<file path="config.mk">
export PLATFORM = sky130hd
export DESIGN_NAME = bcd_to_bin_seq_flat
export DESIGN_NICKNAME = d
export VERILOG_FILES = /design/src/rtl/bcd_to_bin_seq_pkg.sv /design/src/rtl/bcd_to_bin_seq_if.sv /design/src/rtl/bcd_to_bin_seq_digit_check.sv /design/src/rtl/bcd_to_bin_seq.sv /design/src/flat_wrapper.sv
export SDC_FILE = /design/constraint.sdc
export NUM_CORES = 1
export LEC_CHECK = 0
export CAP_MARGIN = 20
export CORE_MARGIN = 4
export CORE_UTILIZATION = 40
export CTS_CLUSTER_DIAMETER = 50
export DETAILED_ROUTE_END_ITERATION = 7
export HOLD_SLACK_MARGIN = 0.12
export SETUP_SLACK_MARGIN = 0.2
export SYNTH_ARGS = -nofsm -noshare
export SYNTH_HDL_FRONTEND = slang
export SYNTH_SLANG_ARGS = --single-unit
</file>
<file path="constraint.sdc">
create_clock -name MAX10_CLK1_50 -period 10.5 [get_ports MAX10_CLK1_50]
set_clock_uncertainty 0.15 [all_clocks]
set_input_delay 2.1 -clock MAX10_CLK1_50 [delete_from_list [all_inputs] [get_ports MAX10_CLK1_50]]
set_output_delay 2.1 -clock MAX10_CLK1_50 [all_outputs]
set_load 0.1 [all_outputs]
</file>
<file path="src/rtl/bcd_to_bin_seq_pkg.sv">
// Shared types and helpers for the sequential BCD-to-binary converter.
package bcd_pkg;

    typedef enum logic [1:0] {
        ST_IDLE = 2'd0,
        ST_CONV = 2'd1,
        ST_DONE = 2'd2
    } state_t;

    localparam int BCD_MAX = 9;

    // Bits needed to hold 10**digits - 1.
    function automatic int min_bin_w(input int digits);
        int v;
        v = 1;
        for (int i = 0; i < digits; i++) v = v * 10;
        return $clog2(v);
    endfunction

endpackage

</file>
<file path="src/rtl/bcd_to_bin_seq_if.sv">
// Start/busy/done handshake bundle for the BCD-to-binary converter.
interface bcd_to_bin_seq_if #(
    parameter int DIGITS = 4,
    parameter int BIN_W  = 14
);
    logic                  start;
    logic [4*DIGITS-1:0]   bcd_in;
    logic                  busy;
    logic                  done;
    logic [BIN_W-1:0]      bin_out;
    logic                  err;

    modport master (output start, bcd_in, input busy, done, bin_out, err);
    modport slave  (input start, bcd_in, output busy, done, bin_out, err);
endinterface

</file>
<file path="src/rtl/bcd_to_bin_seq_digit_check.sv">
// Flags a packed BCD vector that contains any nibble above 9.
module bcd_digit_check
    import bcd_pkg::*;
#(
    parameter int DIGITS = 4
) (
    input  logic [4*DIGITS-1:0] bcd,
    output logic                bad
);
    always_comb begin
        bad = 1'b0;
        for (int i = 0; i < DIGITS; i++)
            if (bcd[4*i +: 4] > 4'(BCD_MAX)) bad = 1'b1;
    end
endmodule

</file>
<file path="src/rtl/bcd_to_bin_seq.sv">
// Sequential BCD-to-binary converter: one multiply-by-10 and add per cycle,
// most significant digit first, with a start/busy/done handshake.
module bcd_to_bin_seq
    import bcd_pkg::*;
#(
    parameter int DIGITS = 4,
    parameter int BIN_W  = 14
) (
    input  logic             MAX10_CLK1_50,
    input  logic             rst,
    bcd_to_bin_seq_if.slave  bus
);
    localparam int CNT_W = $clog2(DIGITS + 1);

    generate
        if (DIGITS < 1 || DIGITS > 6) begin : g_bad_digits
            $error("bcd_to_bin_seq: DIGITS must be in 1..6");
        end
        if (BIN_W < min_bin_w(DIGITS)) begin : g_bad_width
            $error("bcd_to_bin_seq: BIN_W too small for DIGITS");
        end
    endgenerate

    state_t              state, state_n;
    logic [4*DIGITS-1:0] lat;
    logic [BIN_W-1:0]    acc, acc_n, bin_q;
    logic [CNT_W-1:0]    cnt;
    logic [3:0]          digit;
    logic                err_q, bad, last;

    bcd_digit_check #(.DIGITS(DIGITS)) u_chk (
        .bcd (bus.bcd_in),
        .bad (bad)
    );

    // Digits are consumed from the latched copy, so bcd_in may change freely mid-conversion.
    always_comb begin
        digit = lat[4*(DIGITS-1-int'(cnt)) +: 4];
        acc_n = (acc << 3) + (acc << 1) + BIN_W'(digit);
        last  = (cnt == CNT_W'(DIGITS - 1));
    end

    always_ff @(posedge MAX10_CLK1_50 or posedge rst) begin
        if (rst) state <= ST_IDLE;
        else     state <= state_n;
    end

    always_comb begin
        state_n = state;
        case (state)
            ST_IDLE: if (bus.start) state_n = bad ? ST_DONE : ST_CONV;
            ST_CONV: if (last)      state_n = ST_DONE;
            ST_DONE:                state_n = ST_IDLE;
            default:                state_n = ST_IDLE;
        endcase
    end

    // bin_out/err change only on entry to DONE and hold until the next result.
    always_ff @(posedge MAX10_CLK1_50 or posedge rst) begin
        if (rst) begin
            lat   <= '0;
            acc   <= '0;
            cnt   <= '0;
            bin_q <= '0;
            err_q <= 1'b0;
        end else begin
            case (state)
                ST_IDLE: if (bus.start) begin
                    lat <= bus.bcd_in;
                    acc <= '0;
                    cnt <= '0;
                    if (bad) begin
                        err_q <= 1'b1;
                        bin_q <= '0;
                    end
                end
                ST_CONV: begin
                    acc <= acc_n;
                    cnt <= cnt + 1'b1;
                    if (last) begin
                        bin_q <= acc_n;
                        err_q <= 1'b0;
                    end
                end
                default: ;
            endcase
        end
    end

    assign bus.busy    = (state != ST_IDLE);
    assign bus.done    = (state == ST_DONE);
    assign bus.bin_out = bin_q;
    assign bus.err     = err_q;

endmodule

</file>
<file path="src/flat_wrapper.sv">
// flat-port wrapper written by rule: the top's interface ports become plain ports
module bcd_to_bin_seq_flat import bcd_pkg::*;
#(
    parameter int DIGITS = 4,
    parameter int BIN_W  = 14
)
  (MAX10_CLK1_50, rst, bus_start, bus_bcd_in, bus_busy, bus_done, bus_bin_out, bus_err);
  bcd_to_bin_seq_if #(.DIGITS(DIGITS), .BIN_W(BIN_W)) bus_i ();
  input  logic MAX10_CLK1_50;
  input  logic rst;
  input wire logic [$bits(bus_i.start)-1:0] bus_start;
  input wire logic [$bits(bus_i.bcd_in)-1:0] bus_bcd_in;
  output wire logic [$bits(bus_i.busy)-1:0] bus_busy;
  output wire logic [$bits(bus_i.done)-1:0] bus_done;
  output wire logic [$bits(bus_i.bin_out)-1:0] bus_bin_out;
  output wire logic [$bits(bus_i.err)-1:0] bus_err;
  assign bus_i.start = bus_start;
  assign bus_i.bcd_in = bus_bcd_in;
  assign bus_busy = bus_i.busy;
  assign bus_done = bus_i.done;
  assign bus_bin_out = bus_i.bin_out;
  assign bus_err = bus_i.err;
  bcd_to_bin_seq #(.DIGITS(DIGITS), .BIN_W(BIN_W)) u_core (.MAX10_CLK1_50(MAX10_CLK1_50), .rst(rst), .bus(bus_i));
endmodule
</file>
==> Word-level counts from Yosys, hierarchy flattened <==
Cells that the tools add are included.
{ "word_totals": {"out_inout_bits": 17, "latch_bits": 0, "input_bits": 19, "n_memories": 0, "romBits": 0, "register_bits": 49, "ramBits": 0} }
{ "op_classes": {"n_lt_le_gt_ge": 4, "muxes": 20, "mul": 0, "n_eq_ne": 6, "n_addsub": 4, "n_shift": 1, "div_mod_pow": 0, "bitwise": 0, "reduce_logical": 7} }
{ "ops": {"columns": ["op", "n"], "rows": [
  ["two-way mux 14 bit", 3],
  ["indexed part select 16 x 32 -> 4 bit", 1],
  ["one-hot mux 14 bit (2 select lines)", 1],
  ["one-hot mux 13 bit (2 select lines)", 1],
  ["greater-than comparator 4 bit, second input constant", 4],
  ["adder 14 bit", 1],
  ["adder 14 x 4 -> 14 bit", 1],
  ["two-way mux 13 bit", 1],
  ["two-way mux 1 bit", 7],
  ["two-way mux 2 bit", 3],
  ["one-hot mux 3 bit (2 select lines)", 1],
  ["AND reduction 2 bit", 3],
  ["!= test 2 x 1 -> 1 bit, second input constant", 2],
  ["one-hot mux 2 bit (2 select lines)", 1],
  ["AND reduction 4 bit", 1],
  ["nonzero test 2 bit", 2],
  ["subtractor 2 x 3 -> 4 bit, first input constant", 1],
  ["adder 3 x 1 -> 3 bit, second input constant", 1],
  ["equality test 3 x 2 -> 1 bit, second input constant", 1],
  ["two-way mux 3 bit", 1],
  ["equality test 2 x 1 -> 1 bit, second input constant", 1],
  ["equality test 2 bit, second input constant", 1],
  ["zero test 2 bit", 1],
  ["!= test 2 bit, second input constant", 1],
  ["one-hot mux 1 bit (2 select lines)", 1]
]} }

==> Longest topological paths before layout <==
Gate-level depths: netlist of the first run.
{ "depth": {"ltp_word": 8, "mapped_depth": 12, "ltp_nobuf": 11} }

==> Hierarchy <==
A second synthesis of the first run with hierarchy kept.
{ "unflattened": {"hier_cells": 261, "hier_area_um2": 2748.9} }
{ "by_module_without_submodules": {"columns": ["module", "cells_each", "n_inst", "seq_area_each_um2", "area_per_inst_um2"], "rows": [
  ["bcd_to_bin_seq", 256, 1, 1226.2, 2722.6],
  ["bcd_digit_check", 5, 1, 0.0, 26.3]
]} }

==> Worst setup path after synthesis of the first run <==
No wires, ideal clock.
{ "synth_path": {"path_kind": "register to output", "start": "register u_core.state[0]", "end": "output port bus_done", "setup_slack_ns": 6.482, "stages_incl_launch_ff": 2, "required_time_ns": 8.250, "arrival_ns": 1.768, "n_path_buf": 0, "cell_sequence": "dfrtp_1 nor2b_1"} }
{ "synth_via": {"elab_chain_cells": 1} }
{ "synth_rtl": {"columns": ["item", "line_no", "text"], "rows": [
  ["start, declared", "bcd_to_bin_seq.sv:24", "state_t state, state_n;"],
  ["start signal, assigned", "bcd_to_bin_seq.sv:45", "else state <= state_n;"],
  ["equality test 2 bit", "bcd_to_bin_seq.sv:91", "assign bus.done = (state == ST_DONE);"],
  ["end, declared", "flat_wrapper.sv:14", "output wire logic [$bits(bus_i.done)-1:0] bus_done;"]
]} }
Every way passes these cells.

==> Final worst setup path of the first run <==
{ "layout_path": {"start": "register u_core.state[0]", "end": "output port bus_busy"} }
{ "layout_via": {"elab_chain_cells": 1} }
{ "layout_rtl": {"columns": ["item", "line_no", "text"], "rows": [
  ["nonzero test 2 bit", "bcd_to_bin_seq.sv:90", "assign bus.busy = (state != ST_IDLE);"],
  ["end, declared", "flat_wrapper.sv:13", "output wire logic [$bits(bus_i.busy)-1:0] bus_busy;"]
]} }
Every way passes these cells.

==> results of run 1 <==
-- routing by layer --
metal	share of wire, %	GRT usage, %	routed length (um)
met1	46	20.0	2730
met2	50	25.1	2940
met3	3.5	3.40	209
met4	0.49	3.02	29
met5	0	0	0
-- worst max-delay path, stage by stage (launching register included) --
cell and delay, ns:
dfrtp_1 0.45, or2_1 0.19, clkdlybuf4s50_1 1.15
-- area by class of cell --
cell class	instances	area share [%]
Multi-Input combinational cell	183	43.9
Tap cell	96	3.60
Sequential cell	49	36.7
Clock buffer	7	2.89
Timing Repair Buffer	38	11.5
Inverter	11	1.24
Clock inverter	1	0.150
-- power by group through the flow --
| stage | Clock [mW] | Sequential, mW | Combinational [mW] |
|---|---|---|---|
| 3_3_place_gp | 0 | 0.309 | 0.480 |
| 5_1_grt | 0.136 | 0.315 | 0.531 |
| 3_5_place_dp | 0 | 0.309 | 0.487 |
| 4_1_cts | 0.128 | 0.306 | 0.488 |
| 2_1_floorplan | 0 | 0.384 | 0.302 |
| 6_report | 0.123 | 0.304 | 0.483 |
-- state kept, by name, summed over array words and instances, names as in the netlist --
name                cells
u_core.acc             13
u_core.state            2
u_core.cnt              3
u_core.bus.err          1
u_core.lat             16
u_core.bus.bin_out     14
-- cell usage after synthesis (all sizes together) (2+ instances only) --
| master | number |
|---|---|
| mux4 | 4 |
| a31o | 3 |
| ha | 24 |
| o211ai | 3 |
| nor2 | 8 |
| a21o | 3 |
| a22o | 4 |
| o2111a | 5 |
| or3 | 3 |
| o31ai | 4 |
| or2 | 2 |
| and2 | 7 |
| xnor2 | 6 |
| nand4 | 2 |
| a221o | 3 |
| nand2b | 4 |
| and4 | 2 |
| nand3 | 5 |
| inv | 11 |
| buf | 7 |
| nor3 | 3 |
| dfrtp | 49 |
| o21ai | 16 |
| nand2 | 31 |
| nor2b | 2 |
| clkbuf | 3 |
| a21oi | 10 |
| mux2 | 16 |
| fa | 2 |
-- worst paths after layout --
check,end,start,cells past startpoint,slack (ns)
min in group asynchronous,u_core.lat[1]$_DFFE_PP0P_,rst,2,1.86
max in group asynchronous,u_core.acc[6]$_DFFE_PP0P_,rst,3,7.87
worst min register to register,u_core.bus.bin_out[4]$_DFFE_PP0P_,u_core.bus.bin_out[4]$_DFFE_PP0P_,2,0.34
worst max register to register,u_core.bus.bin_out[13]$_DFFE_PP0P_,u_core.cnt[0]$_DFFE_PP0P_,10,6.99
worst min-delay path,u_core.bus.bin_out[4]$_DFFE_PP0P_,u_core.bus.bin_out[4]$_DFFE_PP0P_,2,0.34
worst max-delay path,bus_busy,u_core.state[0]$_DFFE_PP0P_,2,6.17
-- cells by family after synthesis --
| kind of cell | count (synthesis) | synth area share, % |
|---|---|---|
| DFF | 49 | 44.0 |
| muxes | 20 | 9.69 |
| AOI/OAI and AO/OA | 60 | 16.0 |
| and+or+nand+nor | 71 | 12.7 |
| xor gates and xnor gates | 6 | 1.88 |
| buffers and inverters | 21 | 3.54 |
| adders and majority gates | 26 | 12.2 |
==> flow_summary.ini, run 1 <==
[outcome]
status = finished, final reports clean

[clocking]
numCtsBuffers = 5
post_cts_buffers = 0
h-tree-depth = 2
cts_hold_buf = 0
clk_latency_ns = 0.30
cts_buffer_depth = 2
path_clk_slew_ns = 0.09
root_buffer = clkbuf_8
cts_tree = built
clock-sinks = 49
cts_resized = 0

[synth]
synth_ff_type = dfrtp_1
syn_area_per_cell_um2 = 11.0
syn_nets = 298
async_reset_ff_share_pct = 100
seq_area_frac_synth_pct = 44.0
syn_inst = 253
synth_cell_types = 50
syn-cell-area_um2 = 2790
ys_warn_count = 0
ys_ff_latch = 49
synth.largest_area_cell = dfrtp_1
synthTopCellsByArea = dfrtp_1, ha_1, mux2_2
synth_top_area_share_pct = 44.0
synth_edf_count = 0

[worst_setup_path]
cp_max_fo = 7
worst-setup-path-type = register to output pin
critPathArrivalTime_ns = 2.08
endpoint_kind = output pin
startpoint_type = register
critPathRequiredTime_ns = 8.25

[drt]
vias = 2023
wl_per_cell_um = 15.4
vias_per_cell = 5.25
first_pass_iters = 4
route.detailed.drc = 0
routed_wl_mm = 5.92
ant_nets = 0
first_iter_violations = 82

[pwr]
powerDensity_nw_per_um2 = 273
internal_power_mw = 0.496
power_mw = 0.910
switching_share_pct = 45.4
seq_power_share_pct = 33.4
leakagePower_nw = 1.55
p_sw_mw = 0.413
ir_worst_vdd_mv = 0.132
combPwrFrac_pct = 53.0
p_clk_share_pct = 13.5

[timing]
final.setup.worst_slack_ns = 6.17
rsz0062_at_grt = no
fmax_mhz = 231
fin_hold_ws_ns = 0.343
slew_viol_final = 0
setup_tns_ns = 0
setup_violations = 0
worstMarginPinSlew_ns = 0.968
hold_viol = 0
fin_crit_ns = 4.33
fin_crit_sh_pct = 41.3
max_slew_margin_pct = 35.3

[placed_design]
dp.cells = 376
portBuffers = 35
place_hpwl_mm = 4.38
place_ws_ns = 6.16
placed_area_um2 = 3220
gp_congestion = 0.770

[floorplan]
die_width_um = 91.5
die_h_um = 91.5
placementRows = 30
core_um2 = 6790
dieArea_um2 = 8370
initial_core_util_pct = 41.0
io_pins = 36

[global_route]
grt_pass1_vias = 2061
track_usage_pct = 15.1
grt_pass1_wl_mm = 10.2
grt-ovfl-total = 0
grt_max_degree = 50
grt_antenna_before_repair = 0

[layout]
final_cell_mix = dfrtp_1, clkdlybuf4s50_1, nand2_1
drive_gt1_share_pct = 14.5
fin_cells = 385
multiInputGateArea_um2 = 1460
final_cell_area_um2 = 3340
fillers = 648
utilization_pct = 49.1
layout.cells.most_common = dfrtp_1
nNetsFinal = 333
regArea_um2 = 1230
diodes = 0
syn_to_final_growth_pct = 19.7

[min_path]
hold_class = register to register

[run]
maxCapViolations = 0
Note: power is estimated with default switching activity, not from simulation.
==> run 2, diff against run 1 <==
==> constraint.sdc (replaced) <==
create_clock -name MAX10_CLK1_50 -period 4.4 [get_ports MAX10_CLK1_50]
set_clock_uncertainty 0.15 [all_clocks]
set_input_delay 0.88 -clock MAX10_CLK1_50 [delete_from_list [all_inputs] [get_ports MAX10_CLK1_50]]
set_output_delay 0.88 -clock MAX10_CLK1_50 [all_outputs]
set_load 0.1 [all_outputs]
==> run 2 against run 1 <==
Effect of this change: clock power grew to 2.7 times the previous value; critical path depth is 8 higher; final cell count stayed put; global-route usage hardly changed; highest routed layer unchanged.
==> flow_summary.ini, run 2 (synthesis results as in run 1) <==
[outcome]
status = finished, final reports clean

[drt]
vias_per_cell = 5.22
vias = 2010
first_pass_iters = 4
route.detailed.drc = 0
first_iter_violations = 86
routed_wl_mm = 5.81
wl_per_cell_um = 15.1
ant_nets = 0

[min_path]
hold_depth = 2
hold_class = register to register

[global_route]
grt_pass1_wl_mm = 10.1
track_usage_pct = 15.0
grt-ovfl-total = 0
grt_antenna_before_repair = 0
grt_max_degree = 50
grt_pass1_vias = 2092

[worst_setup_path]
endpoint_kind = register
critPathArrivalTime_ns = 3.48
startpoint_type = register
worst-setup-path-type = register to register
reg2regPathDepth = 10
cp_max_fo = 7
critPathRequiredTime_ns = 4.45
r2r_slack_ns = 0.97

[floorplan]
dieArea_um2 = 8370
core_um2 = 6790
io_pins = 36
die_h_um = 91.5
initial_core_util_pct = 41.0
die_width_um = 91.5
placementRows = 30

[timing]
setup_violations = 0
slew_viol_final = 0
fmax_mhz = 291
fin_hold_ws_ns = 0.337
worstMarginPinSlew_ns = 0.975
fin_crit_ns = 3.43
setup_tns_ns = 0
hold_viol = 0
max_slew_margin_pct = 34.8
rsz0062_at_grt = no
fin_crit_sh_pct = 78.0
final.setup.worst_slack_ns = 0.967

[clocking]
cts_hold_buf = 0
h-tree-depth = 2
post_cts_buffers = 0
cts_tree = built
clk_latency_ns = 0.31
clock-sinks = 49
numCtsBuffers = 5
cts_buffer_depth = 2
path_clk_slew_ns = 0.10
cts_resized = 0
root_buffer = clkbuf_8

[placed_design]
place_hpwl_mm = 4.30
place_ws_ns = 0.971
placed_area_um2 = 3220
dp.cells = 376
portBuffers = 35
gp_congestion = 0.794

[pwr]
powerDensity_nw_per_um2 = 660
ir_worst_vdd_mv = 0.335
leakagePower_nw = 1.55

[layout]
largest_reg_flops = 16
layout.cells.most_common = dfrtp_1
drive_gt1_share_pct = 14.5
fillers = 651
syn_to_final_growth_pct = 20.2
regMostFlops = u_core.lat
final_cell_mix = dfrtp_1, clkdlybuf4s50_1, nand2_1
nNetsFinal = 333
fin_cells = 385
final_cell_area_um2 = 3350
diodes = 0

[run]
maxCapViolations = 0
==> run 2: through the flow <==
step	util, %	total power [mW]
2_1_floorplan	-	1.64
3_3_place_gp	47.3	1.90
3_5_place_dp	47.3	1.90
4_1_cts	49.0	2.24
5_1_grt	49.3	2.39
6_report	49.3	2.21
==> run 2: final cells by class <==
type                       instances  area, um2  share of cell area, %
multi-input combinational        183       1460                   43.7
sequential                        49       1230                   36.6
timing repair buffer              38        385                   11.5
tap                               96        120                   3.58
clock buffer                       5       68.8                   2.05
clock inverter                     3       46.3                   1.38
inverter                          11       41.3                   1.23
==> run 2: layer usage <==
layer	GRT usage (%)	routed length, um
met5	0	0
met4	4.02	56
met3	2.98	211
met2	25.8	2890
met1	19.1	2650
==> run 2: worst max-delay path, cell delays in order (launching register included) <==
cell and delay, ns:
dfrtp_1 0.54, mux4_2 0.54, nand2_1 0.10, fa_1 0.46, inv_1 0.08, ha_1 0.22
a21o_1 0.19, and4_4 0.20, o2111a_1 0.23, or3_1 0.36, a32o_1 0.25
==> run 2: where the power goes <==
group	internal (mW)	leakage (nW)	switching, mW
Sequential	0.608	0.635	0.124
Combinational	0.437	0.859	0.716
Clock	0.170	0.0543	0.157
==> run 2: final timing paths <==
path / start / to
max reg2reg: u_core.cnt[0]$_DFFE_PP0P_ / u_core.bus.bin_out[13]$_DFFE_PP0P_
min reg2reg: u_core.cnt[2]$_DFFE_PP0P_ / u_core.cnt[2]$_DFFE_PP0P_
max in group asynchronous: rst / u_core.acc[9]$_DFFE_PP0P_
min: u_core.cnt[2]$_DFFE_PP0P_ / u_core.cnt[2]$_DFFE_PP0P_
max: u_core.cnt[0]$_DFFE_PP0P_ / u_core.bus.bin_out[13]$_DFFE_PP0P_
min in group asynchronous: rst / u_core.lat[11]$_DFFE_PP0P_
==> run 3, diff against run 2 <==
==> constraint.sdc (replaced) <==
create_clock -name MAX10_CLK1_50 -period 3.3 [get_ports MAX10_CLK1_50]
set_clock_uncertainty 0.15 [all_clocks]
set_input_delay 0.66 -clock MAX10_CLK1_50 [delete_from_list [all_inputs] [get_ports MAX10_CLK1_50]]
set_output_delay 0.66 -clock MAX10_CLK1_50 [all_outputs]
set_load 0.1 [all_outputs]
==> run 3 against run 2 <==
Effect of this change: via count up 3.4%; global-route usage grew 0.78 points; largest power group unchanged; sequential cell count stayed put; sequential share of layout area down 0.65 points; final cell count increased by 2.1%.
==> flow_summary.ini, run 3 (synthesis results as in run 1) <==
[worst_setup_path]
cp_slowest_cell = mux4_2
cp_max_fo = 4
timing.rr.start = u_core.cnt[0]$_DFFE_PP0P_
critPathRequiredTime_ns = 3.35
crit_path_max_incr_delay_ns = 0.51
rr_endpoint = u_core.bus.bin_out[13]$_DFFE_PP0P_
r2r_slack_ns = 0.13
worst-setup-path-type = register to register
critPathArrivalTime_ns = 3.22
cp_num_buf_inv = 1
crit_family = adder cells
startpoint_type = register
endpoint_kind = register
reg2regPathDepth = 10
crit_chain = mux4_2, nand2_2, fa_1, inv_1, ha_1, a21o_1, and4_4, o2111a_1, or3_1, a32o_1

[clocking]
clk_latency_ns = 0.31
h-tree-depth = 2
cts_hold_buf = 0
numCtsBuffers = 5
path_clk_slew_ns = 0.09
root_buffer = clkbuf_8
cts_buffer_depth = 2
cts_tree = built
clock-sinks = 49

[layout]
nNetsFinal = 341
largest_reg_flops = 16
syn_to_final_growth_pct = 22.5
regMostFlops = u_core.lat
fin_cells = 393
final_cell_mix = dfrtp_1, nand2_1, buf_4
diodes = 0
final_cell_area_um2 = 3420
layout.cells.most_common = dfrtp_1
drive_gt1_share_pct = 26.6

[placed_design]
placed_area_um2 = 3230
gp_congestion = 0.833
place_hpwl_mm = 4.69
dp.cells = 381
portBuffers = 35

[floorplan]
io_pins = 36
dieArea_um2 = 8370
die_width_um = 91.5
placementRows = 30
initial_core_util_pct = 41.0
core_um2 = 6790
die_h_um = 91.5

[drt]
wl_per_cell_um = 16.0
vias_per_cell = 5.29
route.detailed.drc = 0
first_iter_violations = 66
ant_nets = 0
routed_wl_mm = 6.27
first_pass_iters = 4
vias = 2079

[timing]
setup_violations = 0
fmax_mhz = 316
rsz0062_at_grt = yes
worstMarginPinSlew_ns = 0.674
fin_crit_ns = 3.17
max_slew_margin_pct = 54.9
fin_crit_sh_pct = 96.0
hold_viol = 0
slew_viol_final = 0

[min_path]
hold_depth = 2
hold_class = register to register
min_from = u_core.cnt[2]$_DFFE_PP0P_
hold_path_end = u_core.cnt[2]$_DFFE_PP0P_

[outcome]
status = finished, final reports clean

[global_route]
grt_max_degree = 25
grt-ovfl-total = 0
grt_pass1_vias = 2060
grt_pass1_wl_mm = 10.5
grt_antenna_before_repair = 0
track_usage_pct = 15.8

[pwr]
powerDensity_nw_per_um2 = 891
ir_worst_vdd_mv = 0.408
leakagePower_nw = 1.64

[run]
maxCapViolations = 0
run 3: cell count changes in the layout (fill, tap and decap cells not counted), sizes merged:
| cell | before | now |
|---|---|---|
| clkdlybuf4s50 | 35 | 18 |
| buf | 3 | 28 |
| bufinv | 1 | 0 |
| clkinvlp | 1 | 0 |
| clkbuf | 5 | 7 |
run 3: timing repair:
item | CTS | global route
buffers inserted | 0 | 4
gates resized for setup | 1 | 11
setup endpoints to repair | 8 | 11
pin swaps | 2 | 11
hold endpoints to repair | 0 | 0
run 3: area by class of cell:
| type | instances | area (um2) |
|---|---|---|
| fill | 640 | 3380 |
| tap | 96 | 120 |
| timing repair buffer | 46 | 390 |
| multi-input combinational | 183 | 1540 |
| inverter | 11 | 41.3 |
| clock inverter | 1 | 5.00 |
| clock buffer | 7 | 96.3 |
| sequential | 49 | 1230 |
run 3: worst max-delay path by stage:
stage          slack (ns)  cells after the start                 startpoint                                 end
6_report             0.13                     10  u_core.cnt[0]$_DFFE_PP0P_  u_core.bus.bin_out[13]$_DFFE_PP0P_
5_1_grt            -0.008                     10  u_core.cnt[0]$_DFFE_PP0P_  u_core.bus.bin_out[13]$_DFFE_PP0P_
4_1_cts              0.11                     10  u_core.cnt[0]$_DFFE_PP0P_  u_core.bus.bin_out[13]$_DFFE_PP0P_
3_5_place_dp         0.08                     10  u_core.cnt[0]$_DFFE_PP0P_  u_core.bus.bin_out[13]$_DFFE_PP0P_
3_3_place_gp         0.13                     10  u_core.cnt[0]$_DFFE_PP0P_  u_core.bus.bin_out[13]$_DFFE_PP0P_
2_1_floorplan        0.14                     11  u_core.cnt[0]$_DFFE_PP0P_  u_core.bus.bin_out[13]$_DFFE_PP0P_
run 3: metrics by stage:
| stage | power (mW) | hold slack [ns] | setup WS, ns | TNS [ns] | utilization, % |
|---|---|---|---|---|---|
| CTS | 2.97 | 0.342 | 0.115 | 0 | 49.0 |
| global placement | 2.55 | 0.316 | 0.126 | 0 | 47.5 |
| finish | 3.04 | 0.338 | 0.131 | 0 | 50.3 |
| floorplan | 2.21 | 0.300 | 0.136 | 0 | - |
| global route | 3.27 | 0.360 | -0.00814 | -0.00814 | 50.3 |
| detailed placement | 2.57 | 0.321 | 0.0812 | 0 | 47.5 |
run 3: layer usage:
metal,track usage [%],wire (um),vias up,part of all wire [%]
met3,3.98,307,7,4.9
met2,25.4,3030,46,48
met4,4.02,98,0,1.6
met1,21.2,2840,1022,45
li1,-,-,1004,-
met5,0,0,-,0
run 3: where the power goes:
part,switching (mW),internal [mW]
logic,1.02,0.653
clock network,0.208,0.190
registers,0.159,0.812
total,1.39,1.65
run 3: worst reg2reg max path, delay by kind of cell (launching register included):
kind	cells	cell delay, ns
mux	1	0.51
fa+ha+maj	2	0.68
buf+inv	1	0.09
compound gates	3	0.65
flops	1	0.41
simple gates	3	0.59
